**src/rtl/ram_ctrl_pkg.sv**
```systemverilog
// Shared definitions for the RAM fill/arbitration controller: FSM encoding,
// fill-pattern codes and default geometry.
package ram_ctrl_pkg;

  typedef enum logic {
    ST_INIT = 1'b0,
    ST_RUN  = 1'b1
  } state_e;

  localparam int INIT_ZERO = 0;
  localparam int INIT_ADDR = 1;

  localparam int DEF_DW    = 8;
  localparam int DEF_AW    = 5;
  localparam int DEF_DEPTH = 32;

endpackage

```
**src/rtl/ram_arbiter_ctrl_rr_arb2.sv**
```systemverilog
// Two-way round-robin arbiter: a lone requester always wins, on contention
// the port that did not win last time is granted.
module rr_arb2
  import ram_ctrl_pkg::*;
(
  input  logic [1:0] valid,
  input  logic       last_grant,
  output logic [1:0] grant
);

  always_comb begin
    grant = valid;
    if (valid == 2'b11) begin
      grant = last_grant ? 2'b01 : 2'b10;
    end
  end

endmodule

```
**src/rtl/ram_arbiter_ctrl.sv**
```systemverilog
// Fills the shared 32x8 RAM with a deterministic pattern after reset or on
// request, then time-shares it between two requesters one access per cycle.
module ram_arbiter_ctrl
  import ram_ctrl_pkg::*;
#(
  parameter int DW        = DEF_DW,
  parameter int AW        = DEF_AW,
  parameter int DEPTH     = DEF_DEPTH,
  parameter int INIT_MODE = INIT_ADDR
) (
  input  logic          clk,
  input  logic          rst_n,
  input  logic          init_start,
  output logic          init_busy,
  input  logic          req0_valid,
  input  logic          req0_we,
  input  logic [AW-1:0] req0_addr,
  input  logic [DW-1:0] req0_wdata,
  output logic          req0_ready,
  output logic          rsp0_valid,
  output logic [DW-1:0] rsp0_rdata,
  input  logic          req1_valid,
  input  logic          req1_we,
  input  logic [AW-1:0] req1_addr,
  input  logic [DW-1:0] req1_wdata,
  output logic          req1_ready,
  output logic          rsp1_valid,
  output logic [DW-1:0] rsp1_rdata,
  output logic          ram_we,
  output logic [AW-1:0] ram_waddr,
  output logic [DW-1:0] ram_d,
  output logic [AW-1:0] ram_raddr,
  input  logic [DW-1:0] ram_q
);

  localparam logic [AW:0] LAST_IDX = (AW+1)'(DEPTH - 1);
  localparam logic [AW:0] CNT_ONE  = (AW+1)'(1);

  state_e      state_q, state_d;
  logic [AW:0] init_cnt_q, init_cnt_d;
  logic        last_grant_q, last_grant_d;
  logic        rsp0_valid_q, rsp0_valid_d;
  logic        rsp1_valid_q, rsp1_valid_d;
  logic [1:0]  grant;
  logic [DW-1:0] fill_val;

  rr_arb2 u_arb (
    .valid      ({req1_valid, req0_valid}),
    .last_grant (last_grant_q),
    .grant      (grant)
  );

  assign fill_val   = DW'(init_cnt_q);
  assign rsp0_valid = rsp0_valid_q;
  assign rsp1_valid = rsp1_valid_q;
  assign rsp0_rdata = ram_q;
  assign rsp1_rdata = ram_q;

  always_ff @(posedge clk or negedge rst_n) begin
    if (!rst_n) begin
      state_q      <= ST_INIT;
      init_cnt_q   <= '0;
      last_grant_q <= 1'b1;
      rsp0_valid_q <= 1'b0;
      rsp1_valid_q <= 1'b0;
    end else begin
      state_q      <= state_d;
      init_cnt_q   <= init_cnt_d;
      last_grant_q <= last_grant_d;
      rsp0_valid_q <= rsp0_valid_d;
      rsp1_valid_q <= rsp1_valid_d;
    end
  end

  always_comb begin
    state_d      = state_q;
    init_cnt_d   = init_cnt_q;
    last_grant_d = last_grant_q;
    rsp0_valid_d = 1'b0;
    rsp1_valid_d = 1'b0;
    init_busy    = 1'b0;
    req0_ready   = 1'b0;
    req1_ready   = 1'b0;
    ram_we       = 1'b0;
    ram_waddr    = '0;
    ram_d        = '0;
    ram_raddr    = '0;
    unique case (state_q)
      ST_INIT: begin
        init_busy  = 1'b1;
        // Keep the RAM untouched while reset is still asserted.
        ram_we     = rst_n;
        ram_waddr  = init_cnt_q[AW-1:0];
        ram_d      = (INIT_MODE == INIT_ADDR) ? fill_val : '0;
        init_cnt_d = init_cnt_q + CNT_ONE;
        if (init_cnt_q == LAST_IDX) begin
          state_d    = ST_RUN;
          init_cnt_d = '0;
        end
      end
      ST_RUN: begin
        if (init_start) begin
          state_d    = ST_INIT;
          init_cnt_d = '0;
        end else if (grant[0]) begin
          req0_ready   = 1'b1;
          last_grant_d = 1'b0;
          if (req0_we) begin
            ram_we    = 1'b1;
            ram_waddr = req0_addr;
            ram_d     = req0_wdata;
          end else begin
            ram_raddr    = req0_addr;
            rsp0_valid_d = 1'b1;
          end
        end else if (grant[1]) begin
          req1_ready   = 1'b1;
          last_grant_d = 1'b1;
          if (req1_we) begin
            ram_we    = 1'b1;
            ram_waddr = req1_addr;
            ram_d     = req1_wdata;
          end else begin
            ram_raddr    = req1_addr;
            rsp1_valid_d = 1'b1;
          end
        end
      end
      default: state_d = ST_INIT;
    endcase
  end

endmodule

```
**config.mk**
```make
export PLATFORM = sky130hd
export DESIGN_NAME = ram_arbiter_ctrl
export DESIGN_NICKNAME = d
export VERILOG_FILES = /design/src/rtl/ram_ctrl_pkg.sv /design/src/rtl/ram_arbiter_ctrl_rr_arb2.sv /design/src/rtl/ram_arbiter_ctrl.sv
export SDC_FILE = /design/constraint.sdc
export NUM_CORES = 1
export LEC_CHECK = 0
export ABC_AREA = 1
export BUFFER_PORTS_ARGS = -buffer_cell sky130_fd_sc_hd__buf_2
export CAP_MARGIN = 15
export CORE_MARGIN = 2
export CORE_UTILIZATION = 43
export DETAILED_ROUTE_END_ITERATION = 6
export PLACE_DENSITY = 0.85
export SKIP_LAST_GASP = 1
export SYNTH_ARGS = -nofsm -noshare
export SYNTH_HDL_FRONTEND = slang
export SYNTH_HIERARCHICAL = 1
export SYNTH_SLANG_ARGS = --single-unit
```
**constraint.sdc**
```tcl
create_clock -name clk -period 2.9 [get_ports clk]
set_input_delay 0 -clock clk [delete_from_list [all_inputs] [get_ports clk]]
set_output_delay 0 -clock clk [all_outputs]
set_load 0.01 [all_outputs]
```
=== Word level (Yosys, flattened, before mapping) ===
Cells that the tools add are included.

* Latch bits: 0
* RAM bits: 0
* ROM bits: 0
* Memories: 0
* Input port bits: 41
* Bits in registers: 10

* Magnitude comparators: 0
* Reduce and logical (&&, ||, !) cells: 2
* Equality and inequality tests: 3
* $mul: 0
* Muxes and demuxes: 51
* Div/mod/pow operators: 0
* Shifts and indexed selects: 0
* Bitwise logic cells: 2
* Add/sub/neg operators: 1

{| class="wikitable"
|+ Operators with widths
! cell !! count
|-
| $mux W5 || 11
|-
| $mux W8 || 5
|-
| $mux W1 || 26
|-
| $pmux W8 S2 || 1
|-
| $mux W6 || 2
|-
| $pmux W6 S2 || 1
|-
| $pmux W5 S2 || 1
|-
| $add A6 B1 Y6 const B || 1
|-
| $eq A6 B5 Y1 const B || 1
|-
| $mux W2 || 2
|-
| $pmux W1 S2 || 2
|-
| $reduce_and A3 Y1 || 1
|-
| $eq A2 B2 Y1 const B || 1
|-
| $ne A2 B2 Y1 const B || 1
|-
| $not A1 Y1 || 2
|-
| $reduce_bool A2 Y1 || 1
|}

=== Longest topological paths before layout ===
Gate-level depths: netlist of the first run.

* Depth in word-level cells: 6
* Mapped depth: 10
* Mapped depth without buffers: 10

=== Modules after synthesis ===
The synthesis of the first run kept the hierarchy.

{| class="wikitable"
|+ By module, submodules not included
! module !! area each (µm²) !! sequential area each (µm²) !! cells an instance !! times used
|-
| ram_arbiter_ctrl || 1059.8 || 251.5 || 175 || 1
|-
| rr_arb2 || 21.3 || 0.0 || 5 || 1
|}

=== Worst setup path after synthesis of the first run ===
OpenSTA, ideal clock, no wires.

* Kind: register -> output
* From: register last_grant_q
* To: output port ram_raddr[0]
* Arrival: 1225 ps
* Setup slack: 1675 ps
* Data required time: 2900 ps
* Cell stages (with the launch flop): 7
* Path through: dfstp_2 nand3_1 nand2_1 inv_2 nor2_1 nand2_2 o21ai_0

* Elaborated cells between the ends (all ways): 6
* Those cells by class: mux (6)

{| class="wikitable"
|+ RTL lines
! item !! line !! text
|-
| from (decl) || ram_arbiter_ctrl.sv:41 || <nowiki>logic last_grant_q, last_grant_d;</nowiki>
|-
| from (signal assigned) || ram_arbiter_ctrl.sv:69 || <nowiki>last_grant_q <= last_grant_d;</nowiki>
|-
| $mux W2 || ram_arbiter_ctrl_rr_arb2.sv:14 || <nowiki>grant = last_grant ? 2'b01 : 2'b10;</nowiki>
|-
| $mux W2 || ram_arbiter_ctrl_rr_arb2.sv:13 || <nowiki>if (valid == 2'b11) begin</nowiki>
|-
| named net grant[0] || ram_arbiter_ctrl.sv:44 || <nowiki>logic [1:0] grant;</nowiki>
|-
| $mux W5 || ram_arbiter_ctrl.sv:105 || <nowiki>end else if (grant[0]) begin</nowiki>
|-
| $mux W5 || ram_arbiter_ctrl.sv:102 || <nowiki>if (init_start) begin</nowiki>
|-
| $mux W5 || ram_arbiter_ctrl.sv:88 || <nowiki>unique case (state_q)</nowiki>
|-
| to (decl) || ram_arbiter_ctrl.sv:32 || <nowiki>output logic [AW-1:0] ram_raddr,</nowiki>
|}

The timed path passes the listed nets, and every way through them passes these cells.

=== Final worst setup path of the first run ===
* From: register last_grant_q
* To: output port ram_raddr[1]

* Longest elaborated chain between the ends: 6

{| class="wikitable"
|+ RTL lines
! item !! line !! text
|-
| $mux W2 || ram_arbiter_ctrl_rr_arb2.sv:14 ||
|-
| $mux W2 || ram_arbiter_ctrl_rr_arb2.sv:13 ||
|-
| named net grant[1] || ram_arbiter_ctrl.sv:44 ||
|-
| $mux W5 || ram_arbiter_ctrl.sv:116 || <nowiki>end else if (grant[1]) begin</nowiki>
|-
| $mux W5 || ram_arbiter_ctrl.sv:105 ||
|-
| $mux W5 || ram_arbiter_ctrl.sv:102 ||
|-
| $mux W5 || ram_arbiter_ctrl.sv:88 ||
|}

The timed path passes the listed nets, and every way through them passes these cells.

==> results of run 1 <==
[flip-flops by register name, summed over array words and instances, names as in the netlist]
name          flops
last_grant_q      1
init_cnt_q        6
state_q           1
rsp0_valid        1
rsp1_valid        1
[cell usage after synthesis]
cell      number  area share (%)
a21oi_1        5             2.3
buf_2          5             2.3
buf_4         16              11
buf_6          1             1.0
clkbuf_1       1            0.35
clkinv_2       1            0.46
dfrtp_1        9              21
dfstp_2        1             2.4
ha_1           1             1.2
inv_1         19             6.6
inv_2          2            0.69
nand2_1       56              19
nand2_2        1            0.58
nand2_4        1             1.0
nand3_1       25              12
nor2_1         5             1.7
nor2_4         1             1.0
nor3_1         1            0.46
o21ai_0       23              11
o21ai_1        1            0.46
o21ai_2        1            0.81
o21bai_1       1            0.69
o22ai_1        1            0.58
xnor2_1        1            0.81
xor2_1         1            0.81
[layout by cell type, fill, tap and decap left out]
cell type,Yosys,final
xnor2_1,1,1
clkbuf_4,0,3
o21ai_1,1,1
clkbuf_8,0,1
nor3_1,1,1
nor2_1,5,5
xor2_1,1,1
dfrtp_1,9,9
clkinv_2,1,1
nand2_1,56,56
buf_2,5,56
nand2_2,1,1
o21ai_0,23,23
nand2_4,1,1
inv_1,19,19
ha_1,1,1
inv_2,2,2
nor2_4,1,1
o22ai_1,1,1
o21bai_1,1,1
nand3_1,25,25
a21oi_1,5,5
dlygate4sd3_1,0,2
dfstp_2,1,1
o21ai_2,1,1
[final timing paths]
check | endpoint | slack [ns] | start
setup / recovery | ram_raddr[1] | 0.75 | last_grant_q
hold / removal | rsp1_rdata[0] | 0.000008 | ram_q[0]
setup reg to reg | rsp1_valid | 1.21 | last_grant_q
hold reg to reg | init_cnt_q[5] | 0.51 | init_cnt_q[5]
max in group asynchronous | last_grant_q | 2.52 | rst_n
min in group asynchronous | init_cnt_q[3] | 0.11 | rst_n
[metrics by stage]
stage	area, µm²	util [%]	worst slack [ns]
final	1290	53.2	0.748
after global routing	1290	53.2	0.438
after CTS	1290	53.2	0.767
after detailed placement	1240	50.9	1.09
after global placement	1240	50.9	1.09
after floorplan	1080	-	1.68
[layout make-up]
type	instances	share of cell area (%)
Clock buffer	4	2.80
Inverter	22	6.47
Multi-Input combinational cell	125	45.2
Sequential cell	10	19.4
Tap cell	30	2.90
Timing Repair Buffer	58	23.2
[power by group through the flow]
| stage | Sequential [W] | Combinational [W] | Clock [W] |
|---|---|---|---|
| final | 0.000265 | 0.000545 | 0.000133 |
| after global placement | 0.000265 | 0.000535 | 0 |
| after floorplan | 0.000246 | 0.000397 | 0 |
| after global routing | 0.000276 | 0.000627 | 0.000139 |
| after CTS | 0.000264 | 0.000548 | 0.000136 |
| after detailed placement | 0.000267 | 0.000543 | 0 |
[logic make-up (layout without fill, tap and decap cells)]
group,count (synthesis),count (layout),share of synthesized area [%]
flops,10,10,23.3
xor+xnor,2,2,1.62
fa+ha+maj,1,1,1.16
buf+inv,45,84,22.6
simple gates,90,90,35.9
compound gates,32,32,15.5
[layer usage]
metal  global-route usage [%]  vias to the layer above
met5                        0                        -
met4                     13.3                        0
met3                     4.17                        6
met2                     35.5                       44
met1                     26.9                      562
li1                         -                      640
[what timing repair did]
| action | in CTS | in global routing |
|---|---|---|
| endpoints found under the hold margin | 11 | 0 |
| buffers inserted | 0 | 0 |
| hold buffers | 2 | 0 |
==> reports/results.txt, run 1 <==
For the pin with the worst max-slew slack, the measured transition is 0.820 ns. In this run, the number of DRC markers left after iteration 0 of detailed routing was 34. From left edge to right edge, the die measures 54.1 µm.

The highest layer touched by signal routing is met4. The number of warnings issued by yosys is 6, and the number of remaining DRC errors is 0. Setup violations remaining at the end of the flow were counted as 0. Measured in cells, the most critical reg-to-reg path has a length of 5. The share of total power consumed by net switching was 48.1%; the core footprint was 2430 µm². TritonCTS built the clock tree. The tools report the maximum VDD drop as 0.000468 V.

In the final routed layout, each cell accounts on average for 11.7 µm. The time the worst path needs with I/O delays and setup is 2.15 ns, and the number of cells upsized or downsized after cts is 0. The worst setup path is captured at an output port. The cell total after placement came out at 243. The analysis attributes to cell leakage a power of 0.761 nW. Along the worst hold path, the cell count comes to 0.

Highest-delay cell along the critical path: a21oi_1. Synthesis produced 180 cells. The via-per-instance ratio is 5.03, and the synthesized area is 1080 µm². Data on the critical path arrives at its endpoint at 2.15 ns. The final critical path takes up 74.2% of the cycle. Synthesis inferred 10 register bits. The total number of cells along the worst setup path is 8. The run gives 45.3% as the worst-case headroom to the max-slew limit.

The tool flagged a number of max-cap violations equal to 0. The peak fanout along the critical path was 12. The number of detailed-routing iterations run before antenna repair was 4; the number of max-slew violations in the final report was 0. For this run, the top clock speed supported by timing is 465 MHz.

Detailed routing placed a total of 1.38 mm of wire on met2. Global routing consumed, over all layers together, 22.1% of the routing resources. The flow ran to the end, and the final reports show no timing, DRC or antenna violations. Compared with the post-synthesis result, the final layout area differs by 19.8%.

The tools report the area taken by multi-input logic gates as 586 µm². In the final layout, flip-flops and latches occupy 251 µm². Of the total power, the clock network draws 14.1%. 81 I/O pins were placed. In the final routing, the length of wire on met1 measures 1.26 mm.

At the end of routability-driven placement, the weighted congestion stood at 0.857. For this run, the slowest stage of the critical path takes 0.65 ns. The die height works out to 54.1 µm. Internal power comes to 0.000489 W. The min-delay analysis places its worst path in the category input pin to output port. Fill cells in the final layout number 274.

The logs give 4.66 mm for the wire length of the first global-routing pass and 2930 µm² for the full die area. The cell at the root of the clock tree was clkbuf_4. For the net count after synthesis, the log shows 222. For this design, the sink count on the clock tree is 10.

For this block, the via count after detailed routing is 1252. Post-route non-filler standard cell count: 249. Once detail routing completed, the nets flagged for antenna violations numbered 0. The total count of hold-check failures in the final report was 0. Registers are responsible for 28.1% of the overall power. The run gives 262 as the number of nets in the layout. The hold slack is 0.00000763 ns, and the average footprint of a synthesized cell is 6.01 µm².

The clock passes through at most 2 buffers. The initial utilization of the core area, before any placement, comes to 44.4%. The aggregate global routing overflow is 0, and the largest net degree at the start of global routing is 17.

In the final timing run, aggregate negative setup slack is 0 ns. The total power consumption of the routed design is 0.000943 W. Cells with a size suffix above 1 make up 31.1% of the layout.

Summed over all layers, the routed wires come to 2.92 mm. The critical path contains buffers and inverters numbering 2 combined. The source-to-sink clock delay at the later pin of the worst-skew pair came out at 0.28 ns.

Setup repair after global routing left no endpoint under its margin. The power density of the placed cells is 728 nW/µm², and the via count of the first global-routing pass is 1114. Detailed routing placed a total of 199 µm of wire on met3.

The run gives 0.00416 ns as the clock skew. The cell class contributing the biggest share of worst-path delay was compound AO/OA/AOI/OAI gates. The number of antenna violations at the first check in global routing was 0. The number of port buffers works out to 56.

At the worst endpoint, the required time is 2.90 ns. The tools report the combinational share of power as 57.8%. The floorplan has 18 rows.

Critical setup path kind: flip-flop to output port. The sum of net half-perimeters after detailed placement is 2.18 mm. The run gives 3 as the CTS buffer count.

The signal on the critical path passes through a21oi_1 -> nand2_1 -> nor2_4 -> nand2_1 -> inv_2 -> nand2_1 -> o21ai_0 -> buf_2. The fraction of the yosys area taken by sequential cells was 23.3%. The tools report the startpoint class of the critical path as a flip-flop. The number of inserted diodes is 0, and the net switching power of the design is 0.000454 W. Counting stages on the worst path, the most repeated cell is nand2_1. The number of levels in the clock H-tree was 1. The clock slew at the register clock pins of the worst setup and hold paths is 0.07 ns, and the number of library cell types mapped by synthesis is 25.
Note: power is estimated with default switching activity, not from simulation.
==> run 2, diff against run 1 <==
--- a/config.mk
+++ b/config.mk
@@ -5,13 +5,13 @@
 export SDC_FILE = /design/constraint.sdc
 export NUM_CORES = 1
 export LEC_CHECK = 0
-export ABC_AREA = 1
+export ABC_AREA = 0
 export BUFFER_PORTS_ARGS = -buffer_cell sky130_fd_sc_hd__buf_2
 export CAP_MARGIN = 15
 export CORE_MARGIN = 2
-export CORE_UTILIZATION = 43
+export CORE_UTILIZATION = 37
 export DETAILED_ROUTE_END_ITERATION = 6
-export PLACE_DENSITY = 0.85
+export PLACE_DENSITY = 0.8
 export SKIP_LAST_GASP = 1
 export SYNTH_ARGS = -nofsm -noshare
 export SYNTH_HDL_FRONTEND = slang
==> constraint.sdc (replaced) <==
create_clock -name clk -period 2 [get_ports clk]
set_input_delay 0 -clock clk [delete_from_list [all_inputs] [get_ports clk]]
set_output_delay 0 -clock clk [all_outputs]
set_load 0.01 [all_outputs]
==> run 2 against run 1 <==
Effect of this change:
- combinational power is 23% higher
- sequential power up 36%
- final cell count fell by 31%
- largest power group unchanged
- critical path depth decreased by 2
- clock power increased by 11%
- highest routed layer unchanged
- sequential share of layout area rose by 2.3 points
==> reports/results.txt, run 2 <==
TritonCTS built the clock tree. The final critical path takes up 95.9% of the cycle. The leakage power figure was 0.591 nW (-22%); the power density of the placed cells was 1020 nW/µm² (+40%). The source-to-sink clock delay at the later pin of the worst-skew pair came out at 0.26 ns (-0.02 ns). Largest register by flop count: init_cnt_q. Via count of the first global-routing pass: 873 (-22%). The via-per-instance ratio works out to 5.52 (+9.8%). By count the netlist is led by buf_4, a221o_1, dfrtp_1, nor2b_1.

The tools report the standard cell area after detailed placement as 1080 µm² (-13%). The tools report the final design area excluding fillers as 1160 µm² (-11%). Main flop type after synthesis: dfrtp_1. The total negative slack for setup checks was 0 ns (unchanged). The clock sink count was 10 (unchanged).

The number of detailed-routing iterations run before antenna repair is 4 (unchanged), and the peak clock frequency supported by timing is 521 MHz. The tools report the sequential share of power as 30.6% (+2.5 points). The transition at the pin with the smallest max-transition slack was 0.422 ns (-0.398 ns); the effective utilization at floorplan was 39.7% (-4.7 points).

The full die area is 2810 µm² (-4.3%). The flow ran to the end, and the final reports show no timing, DRC or antenna violations. For the number of warnings issued by yosys, the log shows 6 (unchanged).

The critical path's largest stage delay was 0.54 ns (-0.11 ns); the combinational share of power was 56.9% (-0.9 points). The net count after synthesis was 138 (-38%). Leaving out fill and tap cells, the most frequent cell in the layout is buf_2.

The critical path in this run is classified as flip-flop to output port. The top cell types in the final layout, fill and taps aside, are buf_2, a221o_1, dfrtp_1, nor2b_1. Number of remaining DRC errors: 0 (unchanged). The most critical setup path has its endpoint at ram_waddr[1]. The number of inserted diodes was 0 (unchanged); the number of post-CTS setup repair buffers was 0 (unchanged). The number of nets in the layout came out at 187 (-29%).

The number of storage elements in the synthesis netlist came out at 10 (unchanged). The die height came out at 53.0 µm (-2.2%). The startpoint class of the critical path was a flip-flop. The average footprint of a synthesized cell is 9.24 µm² (+54%). The tools report the number of antenna-violating nets in the routed design as 0 (unchanged). The most common cell in the synthesized netlist was buf_4. Net switching power of the design: 0.000464 W (+2.2%). The worst hold-check path type is input pin to output port. STA classifies the critical path endpoint as an output port. Number of top-level pins: 81 (unchanged). The number of port buffers came out at 56 (unchanged). The top-area cell type share of the netlist area came out at 25.4% (+4.6 points).

The tools report the data required time at the worst endpoint as 2.00 ns (-0.90 ns). The depth of the worst register-to-register path is 4 (-1), and the portion of total power attributed to the clock network is 12.6% (-1.5 points). The logs give 96 (-47%) for the number of instances in the synthesized netlist and 887 µm² (-18%) for the synthesized area.

The run gives 17 (-1) as the number of rows created at floorplan. Highest-delay cell along the critical path: dfstp_2. The proportion of register bits with asynchronous set or reset after synthesis was 100% (unchanged); the endpoint arrival time on the critical path was 1.92 ns (-0.23 ns). The count of flip-flops with a built-in enable after synthesis came out at 0 (unchanged). The cell type with the highest aggregate area in the netlist is dfrtp_1. Cell at the root of the clock tree: clkbuf_4. Walking the worst path, the cells encountered are inv_1 -> a21boi_2 -> and3b_2 -> and2_4 -> a221o_1 -> buf_2. Clock slew at the register clock pins of the worst setup and hold paths: 0.07 ns (about the same). In the post-synthesis netlist, the biggest area contributors are dfrtp_1, a221o_1, buf_4. The aggregate global routing overflow is 0 (unchanged), and the number of max-slew violations in the final report is 0 (unchanged). The share of total power consumed by net switching came out at 39.4% (-8.8 points).

The largest net degree at the start of global routing is 15 (-2). The number of antenna violations at the first check in global routing came out at 0 (unchanged). The tools report the core footprint as 2230 µm² (-8.2%). The peak fanout along the critical path was 5 (-7); the post-route non-filler standard cell count was 172 (-31%).

Sum of net half-perimeters after detailed placement: 1.85 mm (-15%). The number of fill cells was 193 (-30%). The wire length of the first global-routing pass is 3.46 mm (-26%), and the width of the chip is 53.0 µm (-2.2%).

The total internal power is 0.000714 W (+46%), and the reg2reg setup slack is 0.33 ns (-0.88 ns). From synthesis to final layout, the design area changed by 30.6%. The tools report the placement-stage worst setup slack as 0.355 ns (-0.735 ns).

The final RePlAce weighted congestion was 0.826 (-3.5%). The total wirelength of the detailed-routed design came out at 2.46 mm (-16%). The startpoint of the worst-slack reg-to-reg timing path was init_cnt_q[0].

In this run the worst setup path begins at last_grant_q. Setup repair after global routing left no endpoint under its margin. The layout cell share with drive strength beyond 1 works out to 48.6% (+18 points).

The logs give 71.7% (+26 points) for the worst-case headroom to the max-slew limit and 0.0821 ns (-0.666 ns) for the final setup slack of the worst path. The flip-flop count of the largest register, all copies and words added works out to 6 (unchanged). The reported max-cap violation count is 0 (unchanged). The maximum buffer depth of the clock tree was 2 (unchanged). The aggregate global-route resource usage was 17.0% (-5.1 points); the cell total after placement was 163 (-33%). The instance count along the most critical hold path is 0 (unchanged). The CTS buffer count was 3 (unchanged); the time the worst path needs with I/O delays and setup was 1.92 ns. For the fraction of the yosys area taken by sequential cells, the log shows 28.3% (+5.1 points).

Wire length per cell after detailed routing: 14.3 µm (+22%). The tools report the number of library cell types mapped by synthesis as 33 (+32%). Number of vias after detailed routing: 950 (-24%). For the violation count after the first detailed-route iteration, the log shows 12 (-65%). Clock skew: 0.000246 ns (-0.00392 ns).

The number of levels in the clock H-tree was 1 (unchanged). The run gives 0.000475 V (+1.5%) as the maximum VDD drop. Total setup violations reported at the end of the flow: 0 (unchanged). For the total count of hold-check failures in the final report, the log shows 0 (unchanged). In this run the critical register-to-register path is captured at init_cnt_q[3]. The startpoint identified for the worst hold timing path is ram_q[0]. The total power consumption of the routed design is 0.00118 W (+25%).
-- run 2: critical path: cells and delay by family, from the launching register on --
family                 cells  cell delay, ns
and+or+nand+nor            2            0.44
buffers and inverters      2            0.19
AOI/OAI and AO/OA          2            0.48
DFF                        1            0.54
-- run 2: area by class of cell --
class / instances / area, µm² / share of cell area (%)
repair buffers: 62 / 335 / 28.9
multi-input cells: 66 / 503 / 43.4
flip-flops and latches: 10 / 251 / 21.7
inverters: 2 / 7.51 / 0.648
well taps: 28 / 35.0 / 3.02
clock buffers: 4 / 26.3 / 2.27
-- run 2: through the flow --
step / util [%] / hold slack [ns]
after floorplan: - / -0.296
after global placement: 48.2 / -0.122
after detailed placement: 48.2 / -0.119
after CTS: 51.2 / 0.000106
after global routing: 51.9 / 0.0000232
final: 51.9 / 0.00000683
-- run 2: worst min path at each step --
| stage | slack (ns) | end |
|---|---|---|
| floorplan | -0.30 | init_cnt_q[0] |
| global placement | -0.12 | rsp0_valid |
| detailed placement | -0.12 | rsp0_valid |
| CTS | 0.0001 | rsp0_rdata[2] |
| global route | 0.00002 | rsp1_rdata[1] |
| finish | 0.000007 | rsp0_rdata[0] |
-- run 2: cell families after synthesis --
logic type | after synthesis | share of synthesized area (%)
buffers and inverters | 21 | 16.6
XOR/XNOR | 1 | 0.987
AO/OA/AOI/OAI | 30 | 29.8
AND/OR/NAND/NOR | 33 | 22.8
adder cells (fa/ha/maj) | 1 | 1.41
flip-flops | 10 | 28.4
-- run 2: timing repair --
action                                 CTS  global route
endpoints found under the hold margin   15             0
hold buffers                             4             0
setup endpoints to repair                0            15
gates resized for setup                  0             4
-- run 2: layer usage --
metal,up-vias,wire [µm],track usage (%)
met5,-,0,0
met4,0,7,10.3
met3,2,259,3.95
met2,57,1200,31.5
met1,436,998,16.9
li1,455,-,-
-- run 2: power groups by stage --
stage | clock, W | sequential (W) | combinational, W
floorplan | 0 | 0.000343 | 0.000478
global placement | 0 | 0.000356 | 0.000642
detailed placement | 0 | 0.000363 | 0.000656
CTS | 0.000155 | 0.000359 | 0.000668
global route | 0.000177 | 0.000374 | 0.000739
finish | 0.000148 | 0.000360 | 0.000670
